$ cat config.mk
export PLATFORM = sky130hd
export DESIGN_NAME = hazard_stall_controller
export DESIGN_NICKNAME = d
export VERILOG_FILES = /design/src/rtl/hazard_stall_controller.sv
export SDC_FILE = /design/constraint.sdc
export NUM_CORES = 1
export LEC_CHECK = 0
export CAP_MARGIN = 20
export CORE_MARGIN = 8
export CORE_UTILIZATION = 30
export DETAILED_ROUTE_END_ITERATION = 10
export HOLD_SLACK_MARGIN = 0.1
export PLACE_DENSITY = 0.54
export SETUP_SLACK_MARGIN = 0.5
export SLEW_MARGIN = 10
export SYNTH_ARGS = -nofsm -noshare
export SYNTH_HDL_FRONTEND = slang
export SYNTH_SLANG_ARGS = --single-unit
export TNS_END_PERCENT = 100
$ cat constraint.sdc
create_clock -name clk -period 3.72 [get_ports clk]
set_input_delay 0.372 -clock clk [delete_from_list [all_inputs] [get_ports clk]]
set_output_delay 0.372 -clock clk [all_outputs]
set_load 0.01 [all_outputs]
$ cat src/rtl/hazard_stall_controller.sv
// Pipeline sequencer for the 5-stage core: stall/flush steering for load-use,
// taken branches, data-memory waits and multi-cycle mul/div, plus statistics.
module hazard_stall_controller #(
  parameter int CNT_W       = 16,
  parameter int MDU_TIMEOUT = 64
) (
  input  logic             clk,
  input  logic             rst_n,
  input  logic [4:0]       IFIDrs1,
  input  logic [4:0]       IFIDrs2,
  input  logic             IFIDuseRs1,
  input  logic             IFIDuseRs2,
  input  logic [4:0]       IDEXrd,
  input  logic             IDEXmemRead,
  input  logic             IDEXmulDiv,
  input  logic             EXbranchTaken,
  input  logic             EXMEMmemAccess,
  input  logic             DMEMready,
  input  logic             MDUdone,
  output logic             PCwrite,
  output logic             IFIDwrite,
  output logic             IDEXwrite,
  output logic             EXMEMwrite,
  output logic             IFIDflush,
  output logic             IDEXflush,
  output logic             EXMEMflush,
  output logic             MEMWBflush,
  output logic             MDUstart,
  output logic             MDUerror,
  output logic [CNT_W-1:0] StallCount,
  output logic [CNT_W-1:0] FlushCount
);

  typedef enum logic {RUN, MDU_BUSY} state_t;

  localparam logic [7:0] TMO_LAST = 8'(MDU_TIMEOUT - 1);

  state_t     state, state_nxt;
  logic [7:0] tmo_cnt, tmo_nxt;
  logic       done_seen, done_nxt;
  logic       err_set;
  logic       mem_wait, load_use, mdu_fin;

  assign mem_wait = EXMEMmemAccess & ~DMEMready;
  assign load_use = IDEXmemRead & (IDEXrd != 5'd0) &
                    ((IFIDuseRs1 & (IFIDrs1 == IDEXrd)) |
                     (IFIDuseRs2 & (IFIDrs2 == IDEXrd)));
  // A done pulse that arrived under a memory wait is remembered in done_seen.
  assign mdu_fin  = MDUdone | done_seen;

  always_comb begin
    PCwrite    = 1'b1;
    IFIDwrite  = 1'b1;
    IDEXwrite  = 1'b1;
    EXMEMwrite = 1'b1;
    IFIDflush  = 1'b0;
    IDEXflush  = 1'b0;
    EXMEMflush = 1'b0;
    MEMWBflush = 1'b0;
    MDUstart   = 1'b0;
    state_nxt  = state;
    tmo_nxt    = tmo_cnt;
    done_nxt   = done_seen;
    err_set    = 1'b0;
    if (rst_n) begin
      case (state)
        RUN: begin
          if (mem_wait) begin
            PCwrite    = 1'b0;
            IFIDwrite  = 1'b0;
            IDEXwrite  = 1'b0;
            EXMEMwrite = 1'b0;
            MEMWBflush = 1'b1;
          end else if (EXbranchTaken) begin
            IFIDflush = 1'b1;
            IDEXflush = 1'b1;
          end else if (IDEXmulDiv) begin
            MDUstart   = 1'b1;
            PCwrite    = 1'b0;
            IFIDwrite  = 1'b0;
            IDEXwrite  = 1'b0;
            EXMEMwrite = 1'b0;
            state_nxt  = MDU_BUSY;
            tmo_nxt    = 8'd0;
            done_nxt   = 1'b0;
          end else if (load_use) begin
            PCwrite   = 1'b0;
            IFIDwrite = 1'b0;
            IDEXflush = 1'b1;
          end
        end
        MDU_BUSY: begin
          PCwrite    = 1'b0;
          IFIDwrite  = 1'b0;
          IDEXwrite  = 1'b0;
          EXMEMflush = 1'b1;
          tmo_nxt    = tmo_cnt + 8'd1;
          if (mdu_fin && !mem_wait) begin
            PCwrite    = 1'b1;
            IFIDwrite  = 1'b1;
            IDEXwrite  = 1'b1;
            EXMEMflush = 1'b0;
            done_nxt   = 1'b0;
            state_nxt  = RUN;
          end else if (mdu_fin) begin
            EXMEMwrite = 1'b0;
            MEMWBflush = 1'b1;
            done_nxt   = 1'b1;
          end else if (tmo_cnt == TMO_LAST) begin
            // Abort: release the pipe, the bubble in EX/MEM drops the op.
            PCwrite   = 1'b1;
            IFIDwrite = 1'b1;
            IDEXwrite = 1'b1;
            err_set   = 1'b1;
            state_nxt = RUN;
          end else if (mem_wait) begin
            EXMEMwrite = 1'b0;
            MEMWBflush = 1'b1;
          end
        end
        default: state_nxt = RUN;
      endcase
    end
  end

  always_ff @(posedge clk or negedge rst_n) begin
    if (!rst_n) begin
      state      <= RUN;
      tmo_cnt    <= 8'd0;
      done_seen  <= 1'b0;
      MDUerror   <= 1'b0;
      StallCount <= '0;
      FlushCount <= '0;
    end else begin
      state     <= state_nxt;
      tmo_cnt   <= tmo_nxt;
      done_seen <= done_nxt;
      if (err_set) MDUerror <= 1'b1;
      if (!PCwrite && StallCount != '1) StallCount <= StallCount + 1'b1;
      if (IFIDflush && FlushCount != '1) FlushCount <= FlushCount + 1'b1;
    end
  end

endmodule

; ---- After elaboration in Yosys (flattened, before gate mapping)
; Index checks and enable logic that the tools add are counted.
[op_classes]
addsub = 3
n_eq_ne = 9
n_mux = 61
bitwise = 9
n_reduce_logical = 8
[ops]
columns = operator, count
row1 = $mux W1, 51
row2 = $add A16 B1 Y16 const B, 2
row3 = $ne A16 B16 Y1 const B, 2
row4 = $mux W8, 3
row5 = $pmux W8 S2, 1
row6 = $pmux W1 S2, 6
row7 = $eq A5 B5 Y1, 2
row8 = $add A8 B1 Y8 const B, 1
row9 = $eq A8 B6 Y1 const B, 1
row10 = $ne A2 B2 Y1 const B, 3
row11 = $and A1 B1 Y1, 5
row12 = $reduce_and A5 Y1, 1
row13 = $reduce_bool A5 Y1, 1
row14 = $reduce_and A4 Y1, 1
row15 = $logic_and A1 B1 Y1, 3
row16 = $ne A3 B1 Y1 const B, 1
row17 = $logic_not A1 Y1, 2
row18 = $not A1 Y1, 2
row19 = $or A1 B1 Y1, 2
[totals]
regBits = 43
in_bits = 25
out_inout_bits = 42
word_cells = 96

; ---- Logic depth before layout (Yosys ltp)
[logic_depth]
depth_word = 12
ltp_mapped = 7

; ---- Least setup slack after synthesis
; Ideal clock, no wire load.
[synth_path]
path_kind = reg2out
start = register tmo_cnt[0]
end = output port PCwrite
t_arrival_ns = 1.702
t_required_ns = 3.348
setup_slack_ns = 1.646
path_stages_with_launch = 7
path_buffers = 2
path_cell_list = dfrtp_1 ha_1 a32o_2 a221oi_1 a21oi_2 buf_6 buf_4
[synth_between]
elab_chain_len = 6
[synth_lines]
columns = item, line
row1 = start: declaration, 39  ; logic [7:0] tmo_cnt, tmo_nxt;
row2 = start signal: assignment, 136  ; tmo_cnt <= tmo_nxt;
row3 = $eq A8 B6 Y1, 109  ; end else if (tmo_cnt == TMO_LAST) begin
row4 = $mux W1 (3 in series), n/a
row5 = $pmux W1 S2, n/a
row6 = $mux W1, n/a
row7 = end: declaration, 20  ; output logic PCwrite,
; No other way between the ends.

; ---- Final worst setup path
[layout_path]
start = input port rst_n
end = output port PCwrite
[layout_between]
elab_chain_len = 1
[layout_lines]
columns = item, line
row1 = start: declaration, 8  ; input logic rst_n,
row2 = $mux W1, 65  ; if (rst_n) begin
; No other way between the ends.

==> key figures <==
Synth
  • Register bit total from synthesis: 43
  • Top FF cell, synth: dfrtp_1
  • Yosys warning total: 0
  • Cell types with the highest counts after synthesis: 43 x dfrtp_1, 32 x nor2_1, 26 x xor2_1, 18 x nand2_1, 18 x xnor2_1
  • Post-synthesis cell type count: 44
  • Area share of the leading cell type in the synthesized netlist: approximately 46%
  • Synthesized area per cell: around 9.9 um^2
  • Post-synth EDFFs: 0
  • Most numerous cell in the Yosys netlist: dfrtp_1
  • Share of flip-flops with an asynchronous set or reset after synthesis: between 90% and 100%
  • Top post-synthesis cells by area: dfrtp_1 46%, xor2_1 9.7%, xnor2_1 6.7%, nor2_1 5.1%, nand4_1 2.9%
  • Post-Syn Nets: roughly 260
  • Cell type with the largest total area after synthesis: dfrtp_1
  • Cell count after synthesis: between 200 and 250
  • Synth Cell Area: 2340 um^2
  • Portion of the post-synthesis area used by sequential elements: between 40% and 50%

Worst setup path
  • Type of origin of the critical path: primary input
  • Critical path arrival: between 2 and 3 ns
  • Required time of the critical path: around 3.4 ns
  • Maximum net fanout on the critical path: 22
  • Kind of end point of the critical path: output pin
  • Crit path kind: in2out

Place
  • Global placement routability congestion: 0.788
  • Half-perimeter wire length after placement: roughly 4400 um
  • Buffers added on ports: 66
  • Post-Place Cells: slightly above 400

Timing
  • Transition at the pin with the smallest max-transition slack: approximately 0.48 ns
  • Worst clock skew on the final layout: 0.00366 ns
  • Fin crit share: 80.3%
  • Sum of negative setup slack: 0 ns
  • Unrepaired setup endpoints after global routing: no
  • Hold_ws: 0.478 ns
  • Max-slew headroom: 67.7%
  • Number of setup violations in the final report: 0
  • Final Slew Violations: 0
  • Post-route minimum period: about 3 ns
  • Fmax achieved: 335 MHz
  • Final Hold Violating Endpoints: 0

Power and ir drop
  • Total leakage power: between 1 and 1.5 nW
  • Combinational share of power: a little over 30%
  • Switching pwr: around 0.00047 W
  • Total power per unit cell area: 449 nW/um^2
  • Sequential Power Share: a little under half
  • Clk pwr share: 22.5%
  • Internal Power: 0.000977 W
  • Maximum vdd drop: 0.000365 V
  • Switching share of total power: around 33%

Clock network
  • Clock latency at the later pin of the worst-skew pair: a little under 0.3 ns
  • Cell at the root of the clock tree: clkbuf_8
  • H-Tree Level Count: 2
  • Post-CTS repair timing setup buffer count: 0
  • CTS buffer count: 5
  • CTS tree: done
  • Clock tree sinks: 43
  • Number of buffers between clock root and the deepest sink: 2
  • Clock slew at the register clock pins of the worst setup and hold paths: roughly 0.080 ns

Layout
  • Antenna diodes: 0
  • Layout overhead on the synthesized area: 38.1%
  • Post-Route Utilization: ~42%
  • Non-filler cells in the finished layout: slightly above 400
  • Fraction of final layout cells with drive strength greater than 1: a little under a tenth
  • NumNets Final: between 300 and 400

Floorplanning
  • Placement row count: 32
  • Core area: approximately 7600 um^2
  • Num ports: between 60 and 70
  • Die outline width: between 100 and 150 um
  • Initial standard-cell utilization of the core: a little under a third
  • Die height: 104 um
  • Die Outline Area: roughly 11000 um^2

Detailed routing
  • Number of iterations in the first detailed-routing pass: 4
  • Number of design rule violations left after detail routing: 0
  • Vias: 1910
  • Detail-routed via count per cell: around 4.6
  • Routed wire per std cell: 14.1 um
  • Initial drt markers: 50
  • Total wirelength of the detailed-routed design: a little under 6000 um
  • Antenna viol nets, final: 0

Global route
  • First-pass GRT wire length: approximately 9900 um
  • GR Util All Layers: 11.0%
  • Largest net degree at the start of global routing: 31
  • Number of antenna violations at the first check in global routing: 0
  • Number of global-route vias before repair: approximately 2000
  • Overall overflow remaining after global route: 0

Flow run
  • Count of max-cap constraint violations: 0

Run status
  • Status: complete, no violations

Min path
  • HP Class: reg2reg
## registers in the layout, summed over array words and instances, names as in the netlist
register    flops
FlushCount     16
StallCount     16
tmo_cnt         8
MDUerror        1
done_seen       1
state           1
## layout by cell type (no fill, tap or decap), types with 2 or more instances in the layout
master and count:
clkdlybuf4s50_1 65, dfrtp_1 43, nor2_1 32, xor2_1 26, xnor2_1 18, nand2_1 18
nand3_1 13, inv_1 12, nand4_1 11, nor3_1 8, clkbuf_8 7, nor4_1 6
a21oi_1 5, nand2b_1 3, a31oi_1 3, nor3_2 3, ha_1 3, buf_4 3
o21ai_0 2, and3_1 2, and4_1 2
## area by class of cell
type / count / area, um^2
Tap cell: 102 / 128
Inverter: 12 / 45.0
Fill cell: 748 / 4420
Clock buffer: 8 / 100
Sequential cell: 43 / 1080
Timing Repair Buffer: 70 / 688
Multi-Input combinational cell: 178 / 1190
## per-layer routing
| metal | wire (um) | global-route usage [%] | vias to the layer above |
|---|---|---|---|
| met1 | 3000 | 15.1 | 878 |
| met4 | 70 | 3.72 | 0 |
| met2 | 2460 | 16.2 | 65 |
| met5 | 0 | 0 | - |
| li1 | - | - | 962 |
| met3 | 279 | 2.73 | 5 |
## power groups by stage
| stage | Combinational [W] | Sequential, W | Clock (W) |
|---|---|---|---|
| 2_1_floorplan | 0.000196 | 0.000685 | 0 |
| 3_3_place_gp | 0.000450 | 0.000684 | 0 |
| 3_5_place_dp | 0.000456 | 0.000683 | 0 |
| 4_1_cts | 0.000458 | 0.000676 | 0.000339 |
| 5_1_grt | 0.000499 | 0.000692 | 0.000358 |
| 6_report | 0.000449 | 0.000675 | 0.000326 |
## per-stage QoR
| step | total power, W | cell area, um^2 | setup slack [ns] |
|---|---|---|---|
| 2_1_floorplan | 0.000881 | 2340 | 1.65 |
| 3_3_place_gp | 0.00113 | 3120 | 0.972 |
| 3_5_place_dp | 0.00114 | 3120 | 0.934 |
| 4_1_cts | 0.00147 | 3230 | 0.692 |
| 5_1_grt | 0.00155 | 3230 | 0.559 |
| 6_report | 0.00145 | 3230 | 0.732 |
## final timing paths
| check | startpoint | to | slack [ns] | cells past startpoint |
|---|---|---|---|---|
| min reg2reg | MDUerror | MDUerror | 0.48 | 1 |
| min in group asynchronous | rst_n | StallCount[5] | 0.57 | 2 |
| max in group asynchronous | rst_n | FlushCount[5] | 2.39 | 3 |
| max reg2reg | tmo_cnt[0] | StallCount[1] | 1.31 | 7 |
| max | rst_n | PCwrite | 0.73 | 6 |
| min | MDUerror | MDUerror | 0.48 | 1 |
## logic make-up after synthesis
family	after synthesis	share of synthesized area, %
AND/OR/NAND/NOR	107	23.9
XOR/XNOR	44	16.5
flip-flops	43	46.0
AO/OA/AOI/OAI	22	7.97
buffers and inverters	15	2.94
adder cells (fa/ha/maj)	3	1.60
multiplexers	2	1.12
## critical path, cell delays in order
cell             delay, ns
dlygate4sd3_1         0.52
buf_2                 0.40
inv_1                 0.27
a221oi_1              0.42
a21oi_2               0.12
clkdlybuf4s50_1       0.51
## timing repair
| action | 4_1_cts | 5_1_grt |
|---|---|---|
| hold buffers | 1 | 0 |
| resized for setup | 0 | 0 |
| endpoints found under the hold margin | 13 | 0 |
Note: power is estimated with default switching activity, not from simulation.
